### src/rtl/m_render_tiles_if.sv
// Board renderer's view of the game state, the shared map RAMs and the VGA adapter.
// The master side is the renderer; the slave side is the surrounding system or bench.
interface m_render_tiles_if;
  logic       enable;
  logic       finished;
  logic [4:0] player_x;
  logic [3:0] player_y;
  logic [4:0] ghost1_x;
  logic [3:0] ghost1_y;
  logic [4:0] ghost2_x;
  logic [3:0] ghost2_y;
  logic [4:0] ghost3_x;
  logic [3:0] ghost3_y;
  logic       game_over;
  logic       you_won;
  logic [8:0] map_address;
  logic       wall_q;
  logic       food_q;
  logic [7:0] vga_x;
  logic [6:0] vga_y;
  logic [2:0] vga_colour;
  logic       vga_plot;

  modport master (
    input  enable, player_x, player_y, ghost1_x, ghost1_y, ghost2_x, ghost2_y,
           ghost3_x, ghost3_y, game_over, you_won, wall_q, food_q,
    output finished, map_address, vga_x, vga_y, vga_colour, vga_plot
  );

  modport slave (
    output enable, player_x, player_y, ghost1_x, ghost1_y, ghost2_x, ghost2_y,
           ghost3_x, ghost3_y, game_over, you_won, wall_q, food_q,
    input  finished, map_address, vga_x, vga_y, vga_colour, vga_plot
  );
endinterface

### src/rtl/m_render_tiles.sv
// Paints the tile board into the VGA framebuffer, one pixel per cycle, one frame per enable.
// Each tile costs ADDR + WAIT (map RAM latency) + TILE*TILE DRAW cycles.
module m_render_tiles #(
  parameter int COLUMNS  = 29,
  parameter int ROWS     = 15,
  parameter int TILE     = 4,
  parameter int X_OFFSET = 22,
  parameter int Y_OFFSET = 30
) (
  input logic            clock,
  input logic            resetn,
  m_render_tiles_if.master bus
);

  localparam int TB = $clog2(TILE);

  typedef enum logic [2:0] {
    S_IDLE,
    S_LATCH,
    S_ADDR,
    S_WAIT,
    S_DRAW,
    S_DONE
  } state_e;

  state_e          state_q, state_d;
  logic [4:0]      tile_x_q, tile_x_d;
  logic [3:0]      tile_y_q, tile_y_d;
  logic [TB-1:0]   px_q, px_d;
  logic [TB-1:0]   py_q, py_d;
  logic [8:0]      addr_q, addr_d;
  logic [2:0]      tile_colour_q, tile_colour_d;
  logic            food_only_q, food_only_d;

  // Index 0 is the player, 1..3 are the ghosts.
  logic [4:0]      pos_x_in [4];
  logic [3:0]      pos_y_in [4];
  logic [4:0]      pos_x_q  [4];
  logic [3:0]      pos_y_q  [4];
  logic            game_over_q;
  logic            you_won_q;
  logic [3:0]      hit;

  logic            last_pixel;
  logic            last_col;
  logic            last_row;
  logic            centre;
  logic            plot;
  logic [7:0]      x_pix;
  logic [6:0]      y_pix;

  assign pos_x_in[0] = bus.player_x;
  assign pos_y_in[0] = bus.player_y;
  assign pos_x_in[1] = bus.ghost1_x;
  assign pos_y_in[1] = bus.ghost1_y;
  assign pos_x_in[2] = bus.ghost2_x;
  assign pos_y_in[2] = bus.ghost2_y;
  assign pos_x_in[3] = bus.ghost3_x;
  assign pos_y_in[3] = bus.ghost3_y;

  // Off-grid snapshots can never equal a tile counter, so they simply never match.
  generate
    for (genvar gi = 0; gi < 4; gi++) begin : g_hit
      assign hit[gi] = (pos_x_q[gi] == tile_x_q) && (pos_y_q[gi] == tile_y_q);
    end
  endgenerate

  always_ff @(posedge clock) begin
    if (!resetn) begin
      for (int i = 0; i < 4; i++) begin
        pos_x_q[i] <= '0;
        pos_y_q[i] <= '0;
      end
      game_over_q <= 1'b0;
      you_won_q   <= 1'b0;
    end else if (state_q == S_LATCH) begin
      for (int i = 0; i < 4; i++) begin
        pos_x_q[i] <= pos_x_in[i];
        pos_y_q[i] <= pos_y_in[i];
      end
      game_over_q <= bus.game_over;
      you_won_q   <= bus.you_won;
    end
  end

  assign last_pixel = (px_q == TB'(TILE - 1)) && (py_q == TB'(TILE - 1));
  assign last_col   = (tile_x_q == 5'(COLUMNS - 1));
  assign last_row   = (tile_y_q == 4'(ROWS - 1));

  always_ff @(posedge clock) begin
    if (!resetn) begin
      state_q       <= S_IDLE;
      tile_x_q      <= '0;
      tile_y_q      <= '0;
      px_q          <= '0;
      py_q          <= '0;
      addr_q        <= '0;
      tile_colour_q <= '0;
      food_only_q   <= 1'b0;
    end else begin
      state_q       <= state_d;
      tile_x_q      <= tile_x_d;
      tile_y_q      <= tile_y_d;
      px_q          <= px_d;
      py_q          <= py_d;
      addr_q        <= addr_d;
      tile_colour_q <= tile_colour_d;
      food_only_q   <= food_only_d;
    end
  end

  always_comb begin
    state_d       = state_q;
    tile_x_d      = tile_x_q;
    tile_y_d      = tile_y_q;
    px_d          = px_q;
    py_d          = py_q;
    addr_d        = addr_q;
    tile_colour_d = tile_colour_q;
    food_only_d   = food_only_q;
    unique case (state_q)
      S_IDLE: begin
        if (bus.enable) begin
          state_d  = S_LATCH;
          tile_x_d = '0;
          tile_y_d = '0;
          addr_d   = '0;
        end
      end
      S_LATCH: state_d = S_ADDR;
      S_ADDR:  state_d = S_WAIT;
      S_WAIT: begin
        // Map RAM data for the held address is valid in this cycle.
        state_d     = S_DRAW;
        px_d        = '0;
        py_d        = '0;
        food_only_d = 1'b0;
        if (hit[0]) begin
          tile_colour_d = 3'b110;
        end else if (|hit[3:1]) begin
          tile_colour_d = 3'b100;
        end else if (bus.wall_q) begin
          if (game_over_q)    tile_colour_d = 3'b100;
          else if (you_won_q) tile_colour_d = 3'b010;
          else                tile_colour_d = 3'b001;
        end else begin
          tile_colour_d = 3'b000;
          food_only_d   = bus.food_q;
        end
      end
      S_DRAW: begin
        px_d = px_q + 1'b1;
        if (px_q == TB'(TILE - 1)) begin
          py_d = py_q + 1'b1;
        end
        if (last_pixel) begin
          addr_d = addr_q + 1'b1;
          if (last_col) begin
            tile_x_d = '0;
            tile_y_d = tile_y_q + 1'b1;
          end else begin
            tile_x_d = tile_x_q + 1'b1;
          end
          state_d = (last_col && last_row) ? S_DONE : S_ADDR;
        end
      end
      S_DONE:  state_d = S_IDLE;
      default: state_d = S_IDLE;
    endcase
  end

  assign plot   = (state_q == S_DRAW);
  assign centre = (px_q == TB'(TILE / 2)) && (py_q == TB'(TILE / 2));
  assign x_pix  = 8'(X_OFFSET) + (8'(tile_x_q) << TB) + 8'(px_q);
  assign y_pix  = 7'(Y_OFFSET) + (7'(tile_y_q) << TB) + 7'(py_q);

  // Pixel outputs read zero whenever nothing is being plotted.
  assign bus.vga_plot    = plot;
  assign bus.finished    = (state_q == S_DONE);
  assign bus.map_address = addr_q;
  assign bus.vga_x       = plot ? x_pix : 8'd0;
  assign bus.vga_y       = plot ? y_pix : 7'd0;
  assign bus.vga_colour  = !plot       ? 3'b000 :
                           food_only_q ? (centre ? 3'b111 : 3'b000) :
                                         tile_colour_q;

endmodule

### src/flat_wrapper.sv
// flat-port wrapper written by rule: the top's interface ports become plain ports
module m_render_tiles_flat 
#(
  parameter int COLUMNS  = 29,
  parameter int ROWS     = 15,
  parameter int TILE     = 4,
  parameter int X_OFFSET = 22,
  parameter int Y_OFFSET = 30
)
  (clock, resetn, bus_enable, bus_player_x, bus_player_y, bus_ghost1_x, bus_ghost1_y, bus_ghost2_x, bus_ghost2_y, bus_ghost3_x, bus_ghost3_y, bus_game_over, bus_you_won, bus_wall_q, bus_food_q, bus_finished, bus_map_address, bus_vga_x, bus_vga_y, bus_vga_colour, bus_vga_plot);
  m_render_tiles_if bus_i ();
  input logic clock;
  input logic resetn;
  input wire logic [$bits(bus_i.enable)-1:0] bus_enable;
  input wire logic [$bits(bus_i.player_x)-1:0] bus_player_x;
  input wire logic [$bits(bus_i.player_y)-1:0] bus_player_y;
  input wire logic [$bits(bus_i.ghost1_x)-1:0] bus_ghost1_x;
  input wire logic [$bits(bus_i.ghost1_y)-1:0] bus_ghost1_y;
  input wire logic [$bits(bus_i.ghost2_x)-1:0] bus_ghost2_x;
  input wire logic [$bits(bus_i.ghost2_y)-1:0] bus_ghost2_y;
  input wire logic [$bits(bus_i.ghost3_x)-1:0] bus_ghost3_x;
  input wire logic [$bits(bus_i.ghost3_y)-1:0] bus_ghost3_y;
  input wire logic [$bits(bus_i.game_over)-1:0] bus_game_over;
  input wire logic [$bits(bus_i.you_won)-1:0] bus_you_won;
  input wire logic [$bits(bus_i.wall_q)-1:0] bus_wall_q;
  input wire logic [$bits(bus_i.food_q)-1:0] bus_food_q;
  output wire logic [$bits(bus_i.finished)-1:0] bus_finished;
  output wire logic [$bits(bus_i.map_address)-1:0] bus_map_address;
  output wire logic [$bits(bus_i.vga_x)-1:0] bus_vga_x;
  output wire logic [$bits(bus_i.vga_y)-1:0] bus_vga_y;
  output wire logic [$bits(bus_i.vga_colour)-1:0] bus_vga_colour;
  output wire logic [$bits(bus_i.vga_plot)-1:0] bus_vga_plot;
  assign bus_i.enable = bus_enable;
  assign bus_i.player_x = bus_player_x;
  assign bus_i.player_y = bus_player_y;
  assign bus_i.ghost1_x = bus_ghost1_x;
  assign bus_i.ghost1_y = bus_ghost1_y;
  assign bus_i.ghost2_x = bus_ghost2_x;
  assign bus_i.ghost2_y = bus_ghost2_y;
  assign bus_i.ghost3_x = bus_ghost3_x;
  assign bus_i.ghost3_y = bus_ghost3_y;
  assign bus_i.game_over = bus_game_over;
  assign bus_i.you_won = bus_you_won;
  assign bus_i.wall_q = bus_wall_q;
  assign bus_i.food_q = bus_food_q;
  assign bus_finished = bus_i.finished;
  assign bus_map_address = bus_i.map_address;
  assign bus_vga_x = bus_i.vga_x;
  assign bus_vga_y = bus_i.vga_y;
  assign bus_vga_colour = bus_i.vga_colour;
  assign bus_vga_plot = bus_i.vga_plot;
  m_render_tiles #(.COLUMNS(COLUMNS), .ROWS(ROWS), .TILE(TILE), .X_OFFSET(X_OFFSET), .Y_OFFSET(Y_OFFSET)) u_core (.clock(clock), .resetn(resetn), .bus(bus_i));
endmodule
### config.mk
export PLATFORM = sky130hd
export DESIGN_NAME = m_render_tiles_flat
export DESIGN_NICKNAME = d
export VERILOG_FILES = /design/src/rtl/m_render_tiles_if.sv /design/src/rtl/m_render_tiles.sv /design/src/flat_wrapper.sv
export SDC_FILE = /design/constraint.sdc
export NUM_CORES = 1
export LEC_CHECK = 0
export BUFFER_PORTS_ARGS = -buffer_cell sky130_fd_sc_hd__buf_2
export CAP_MARGIN = 30
export CORE_MARGIN = 2
export CORE_UTILIZATION = 46
export CTS_CLUSTER_SIZE = 40
export DETAILED_ROUTE_END_ITERATION = 16
export PLACE_DENSITY = 0.77
export SLEW_MARGIN = 5
export SYNTH_ARGS = -nofsm -noshare
export SYNTH_HDL_FRONTEND = slang
export SYNTH_SLANG_ARGS = --single-unit
### constraint.sdc
create_clock -name clock -period 2.2 [get_ports clock]
set_input_delay 0.11 -clock clock [delete_from_list [all_inputs] [get_ports clock]]
set_output_delay 0.11 -clock clock [all_outputs]
set_load 0.01 [all_outputs]
==> flow_summary_export.csv <==
group,metric,value,unit
synth,synth_area_leaders,"sky130_fd_sc_hd__edfxtp_1 30%, sky130_fd_sc_hd__dfxtp_1 17%, sky130_fd_sc_hd__xor2_1 7.9%, sky130_fd_sc_hd__and2_1 6.9%, sky130_fd_sc_hd__xnor2_1 4.7%",
routing,vias,2653,
placed_design,place.gp.congestion,0.853,
worst_setup_path,worst_r2r_startpoint,"u_core.px_q[1]",
sta,setup_tns,0,ns
floorplan,die_h,91.8,µm
worst_setup_path,r2r.worst_path.cells,6,
worst_setup_path,slowest_delay,0.39,ns
synth,number_of_enable_type_register_cells_in_the_synthesized_netlist,36,
hold_path,worst_hold_path_type,"input port to flip-flop",
sta,finalCritPeriodShare,0.952,
worst_setup_path,criticalPathCategory,"flip-flop to primary output",
sta,setup_repair_after_global_routing_missed_its_margin,"false",
grt,global_route.usage.total,0.185,
synth,async_flop_share,0,
worst_setup_path,required_time_of_the_critical_path,2.09,ns
outcome,outcome,"finished clean",
hold_path,min_from,"bus_ghost1_x[0]",
worst_setup_path,kind_of_capture_point_of_the_worst_setup_path,"primary output",
synth,postSynthRegisterBits,67,
routing,wirelength,7390,µm
floorplan,chip_width,91.8,µm
synth,synth_top_area_share,0.305,
worst_setup_path,critical_path_cell_by_cell,"nor2_2 > nand2_1 > buf_4 > nor3_1 > buf_2",
synth,synthesis.yosys.warnings,0,
synth,yosys_most_used_dff,"sky130_fd_sc_hd__edfxtp_1",
routing,drt_pass1_iterations,4,
synth,synth_nets,410,
clock_tree,clock_sink_count,67,
sta,worst_pin_slew,0.822,ns
synth,post_syn_instances,354,
grt,globalRouteOverflowTotal,0,
cells_and_area,nFillCells,689,
grt,number_of_global_route_vias_before_repair,2551,
cells_and_area,most_frequent_standard_cell_in_the_layout_excluding_fill_and_tap_cells,"sky130_fd_sc_hd__buf_2",
worst_setup_path,ff2ff_setup_slack,0.34,ns
run,max_cap_violations,0,
clock_tree,clkSlewWorstSetupHoldPaths,0.08,ns
placed_design,hpwlAfterDp,5490,µm
synth,synth.largest_area_cell,"sky130_fd_sc_hd__edfxtp_1",
floorplan,core-area,0.00761,mm²
cells_and_area,areaGrowthSynthToFinish,19.1,%
routing,route.detailed.wl_per_inst,13.9,µm
worst_setup_path,slowest_cell_on_crit_path,"sky130_fd_sc_hd__dfxtp_1",
synth,synthesis.area,0.00355,mm²
cells_and_area,seqCellArea,0.00170,mm²
clock_tree,clock_tree_from_tritoncts,"done",
cells_and_area,fin_cells,531,
placed_design,place_ws,0.359,ns
sta,final_min_period,2.09,ns
sta,skew,0.0129,ns
clock_tree,root_buffer,"sky130_fd_sc_hd__clkbuf_8",
grt,pin_count_of_the_biggest_net_entering_global_routing,37,
sta,report.final.setup_viol,0,
worst_setup_path,start_kind,"flip-flop",
cells_and_area,total_area_of_multi_input_combinational_cells,0.00170,mm²
clock_tree,cts_inserted_buffers,9,
sta,maxSlewHeadroom,0.452,
hold_path,hold-path-endpoint,"u_core.pos_x_q[0][5]",
hold_path,number_of_cells_traversed_by_the_worst_hold_path,2,
sta,timing.fmax,477,MHz
clock_tree,clk_path_buf_depth,2,
worst_setup_path,critical_path.reg2reg.endpoint,"u_core.bus.map_address[5]",
floorplan,initial_core_util,0.466,
cells_and_area,utilization,0.555,
placed_design,numPlacedInstances,515,
sta,finalHoldViolCount,0,
synth,synth_seq_area_share,0.480,
floorplan,design.portCount,72,
floorplan,std_cell_rows,32,
sta,slew_viol_final,0,
routing,detail_route.drc_violations,0,
worst_setup_path,worstPathArrival,1.98,ns
clock_tree,maximum_level_of_the_cts_h_tree,3,
grt,grt_antenna_before_repair,0,
cells_and_area,drive_above_1_share,0.254,
cells_and_area,antennaDiodeCount,0,
grt,grt_first_pass_wirelength,12100,µm
routing,iteration_0_drc_markers,143,
synth,postSynthAreaPerCell,10.0,µm²
cells_and_area,fin_nets,480,
pwr,power_density,678,mW/mm²
sta,postLayoutSetupSlackWorst,0.106,ns
clock_tree,post_cts_hold_buffer_count,0,
synth,post_synth_num_cell_types,39,
floorplan,total_die_area,0.00843,mm²
pwr,worst_ir_drop_vdd,0.473,mV
routing,count_of_antenna_violating_nets_left_after_detailed_routing,0,
clock_tree,source_to_sink_clock_delay_at_the_later_pin_of_the_worst_skew_pair,0.36,ns
placed_design,io_buffers,71,
worst_setup_path,worstPathMaxFanout,12,
cells_and_area,mostFrequentLayoutCells,"71 x sky130_fd_sc_hd__buf_2, 39 x sky130_fd_sc_hd__and2_1, 36 x sky130_fd_sc_hd__edfxtp_1",
routing,routed_via_density,5.00,
pwr,p_leak,0.00189,µW
-- logic make-up (layout without fill, tap and decap cells) --
group	count (synthesis)	in the layout	share of synthesized area
compound gates	39	39	0.0702
xor+xnor	51	51	0.126
fa+ha+maj	13	13	0.0459
buf+inv	34	109	0.0409
flops	67	67	0.480
mux	2	2	0.00564
simple gates	148	148	0.232
-- what timing repair did --
| action | in CTS | in global routing |
|---|---|---|
| endpoints found under the setup margin | 0 | 1 |
| endpoints found under the hold margin | 0 | 0 |
| resized for setup | 0 | 3 |
| setup buffers | 0 | 0 |
-- through the flow --
| step | hold slack [ns] | area (µm²) | total power, µW |
|---|---|---|---|
| 4_1_cts | 0.00766 | 4220 | 2880 |
| 3_5_place_dp | 0.388 | 4010 | 1820 |
| 5_1_grt | 0.00778 | 4230 | 2980 |
| 2_1_floorplan | 0.281 | 3550 | 1700 |
| 6_report | 0.0156 | 4230 | 2860 |
| 3_3_place_gp | 0.388 | 4010 | 1800 |
-- worst max-delay path: cells and delay by family, from the launching register on --
| family | cells | cell delay, ns |
|---|---|---|
| and+or+nand+nor | 3 | 0.79 |
| buffers and inverters | 2 | 0.45 |
| DFF | 1 | 0.39 |
-- power by group --
group / switching [µW] / leakage, µW / internal, µW / total, µW
logic: 180 / 0.00116 / 152 / 332
clock network: 529 / 0.0000988 / 542 / 1070
registers: 56.2 / 0.000632 / 1410 / 1460
total: 765 / 0.00189 / 2100 / 2860
-- state kept, by name, indices dropped and copies added (netlist names), 2 cells and up --
| signal | count |
|---|---|
| u_core.state_q | 3 |
| u_core.px_q | 2 |
| u_core.tile_colour_q | 3 |
| u_core.tile_y_q | 4 |
| u_core.pos_x_q | 20 |
| u_core.pos_y_q | 16 |
| u_core.bus.map_address | 9 |
| u_core.tile_x_q | 5 |
| u_core.py_q | 2 |
-- cell type report --
type	instances	area share
Inverter	13	0.0115
Clock inverter	7	0.0195
Sequential cell	67	0.403
Clock buffer	9	0.0293
Timing Repair Buffer	80	0.103
Tap cell	102	0.0302
Multi-Input combinational cell	253	0.403
-- layer usage --
layer / vias up / GRT usage / wire [µm]
met3: 19 / 0.0583 / 444
met2: 86 / 0.308 / 3550
met5: - / 0 / 0
met4: 0 / 0.0858 / 201
met1: 1207 / 0.218 / 3190
li1: 1341 / - / -
-- worst max-delay path by stage --
stage	start	to	slack, ns	cells after the start
3_5_place_dp	u_core.px_q[1]	u_core.bus.map_address[5]	0.36	6
4_1_cts	u_core.tile_x_q[0]	bus_vga_x[6]	0.06	8
6_report	u_core.state_q[0]	bus_vga_x[7]	0.11	5
2_1_floorplan	u_core.state_q[2]	u_core.pos_x_q[0][0]	0.28	4
5_1_grt	u_core.state_q[0]	bus_vga_x[7]	0.002	5
3_3_place_gp	u_core.px_q[1]	u_core.bus.map_address[8]	0.44	6
-- synth_stat cells, drive strengths merged (5+ instances only) --
master,number
a21boi,5
nand2b,5
dfxtp,31
nand2,23
buf,12
edfxtp,36
clkbuf,9
o21ai,12
inv,13
and3,5
or3,7
xnor2,19
a21oi,12
and2,39
nand3,14
nor2,28
nor3,5
ha,13
nand4,11
xor2,32
Note: power is estimated with default switching activity, not from simulation.
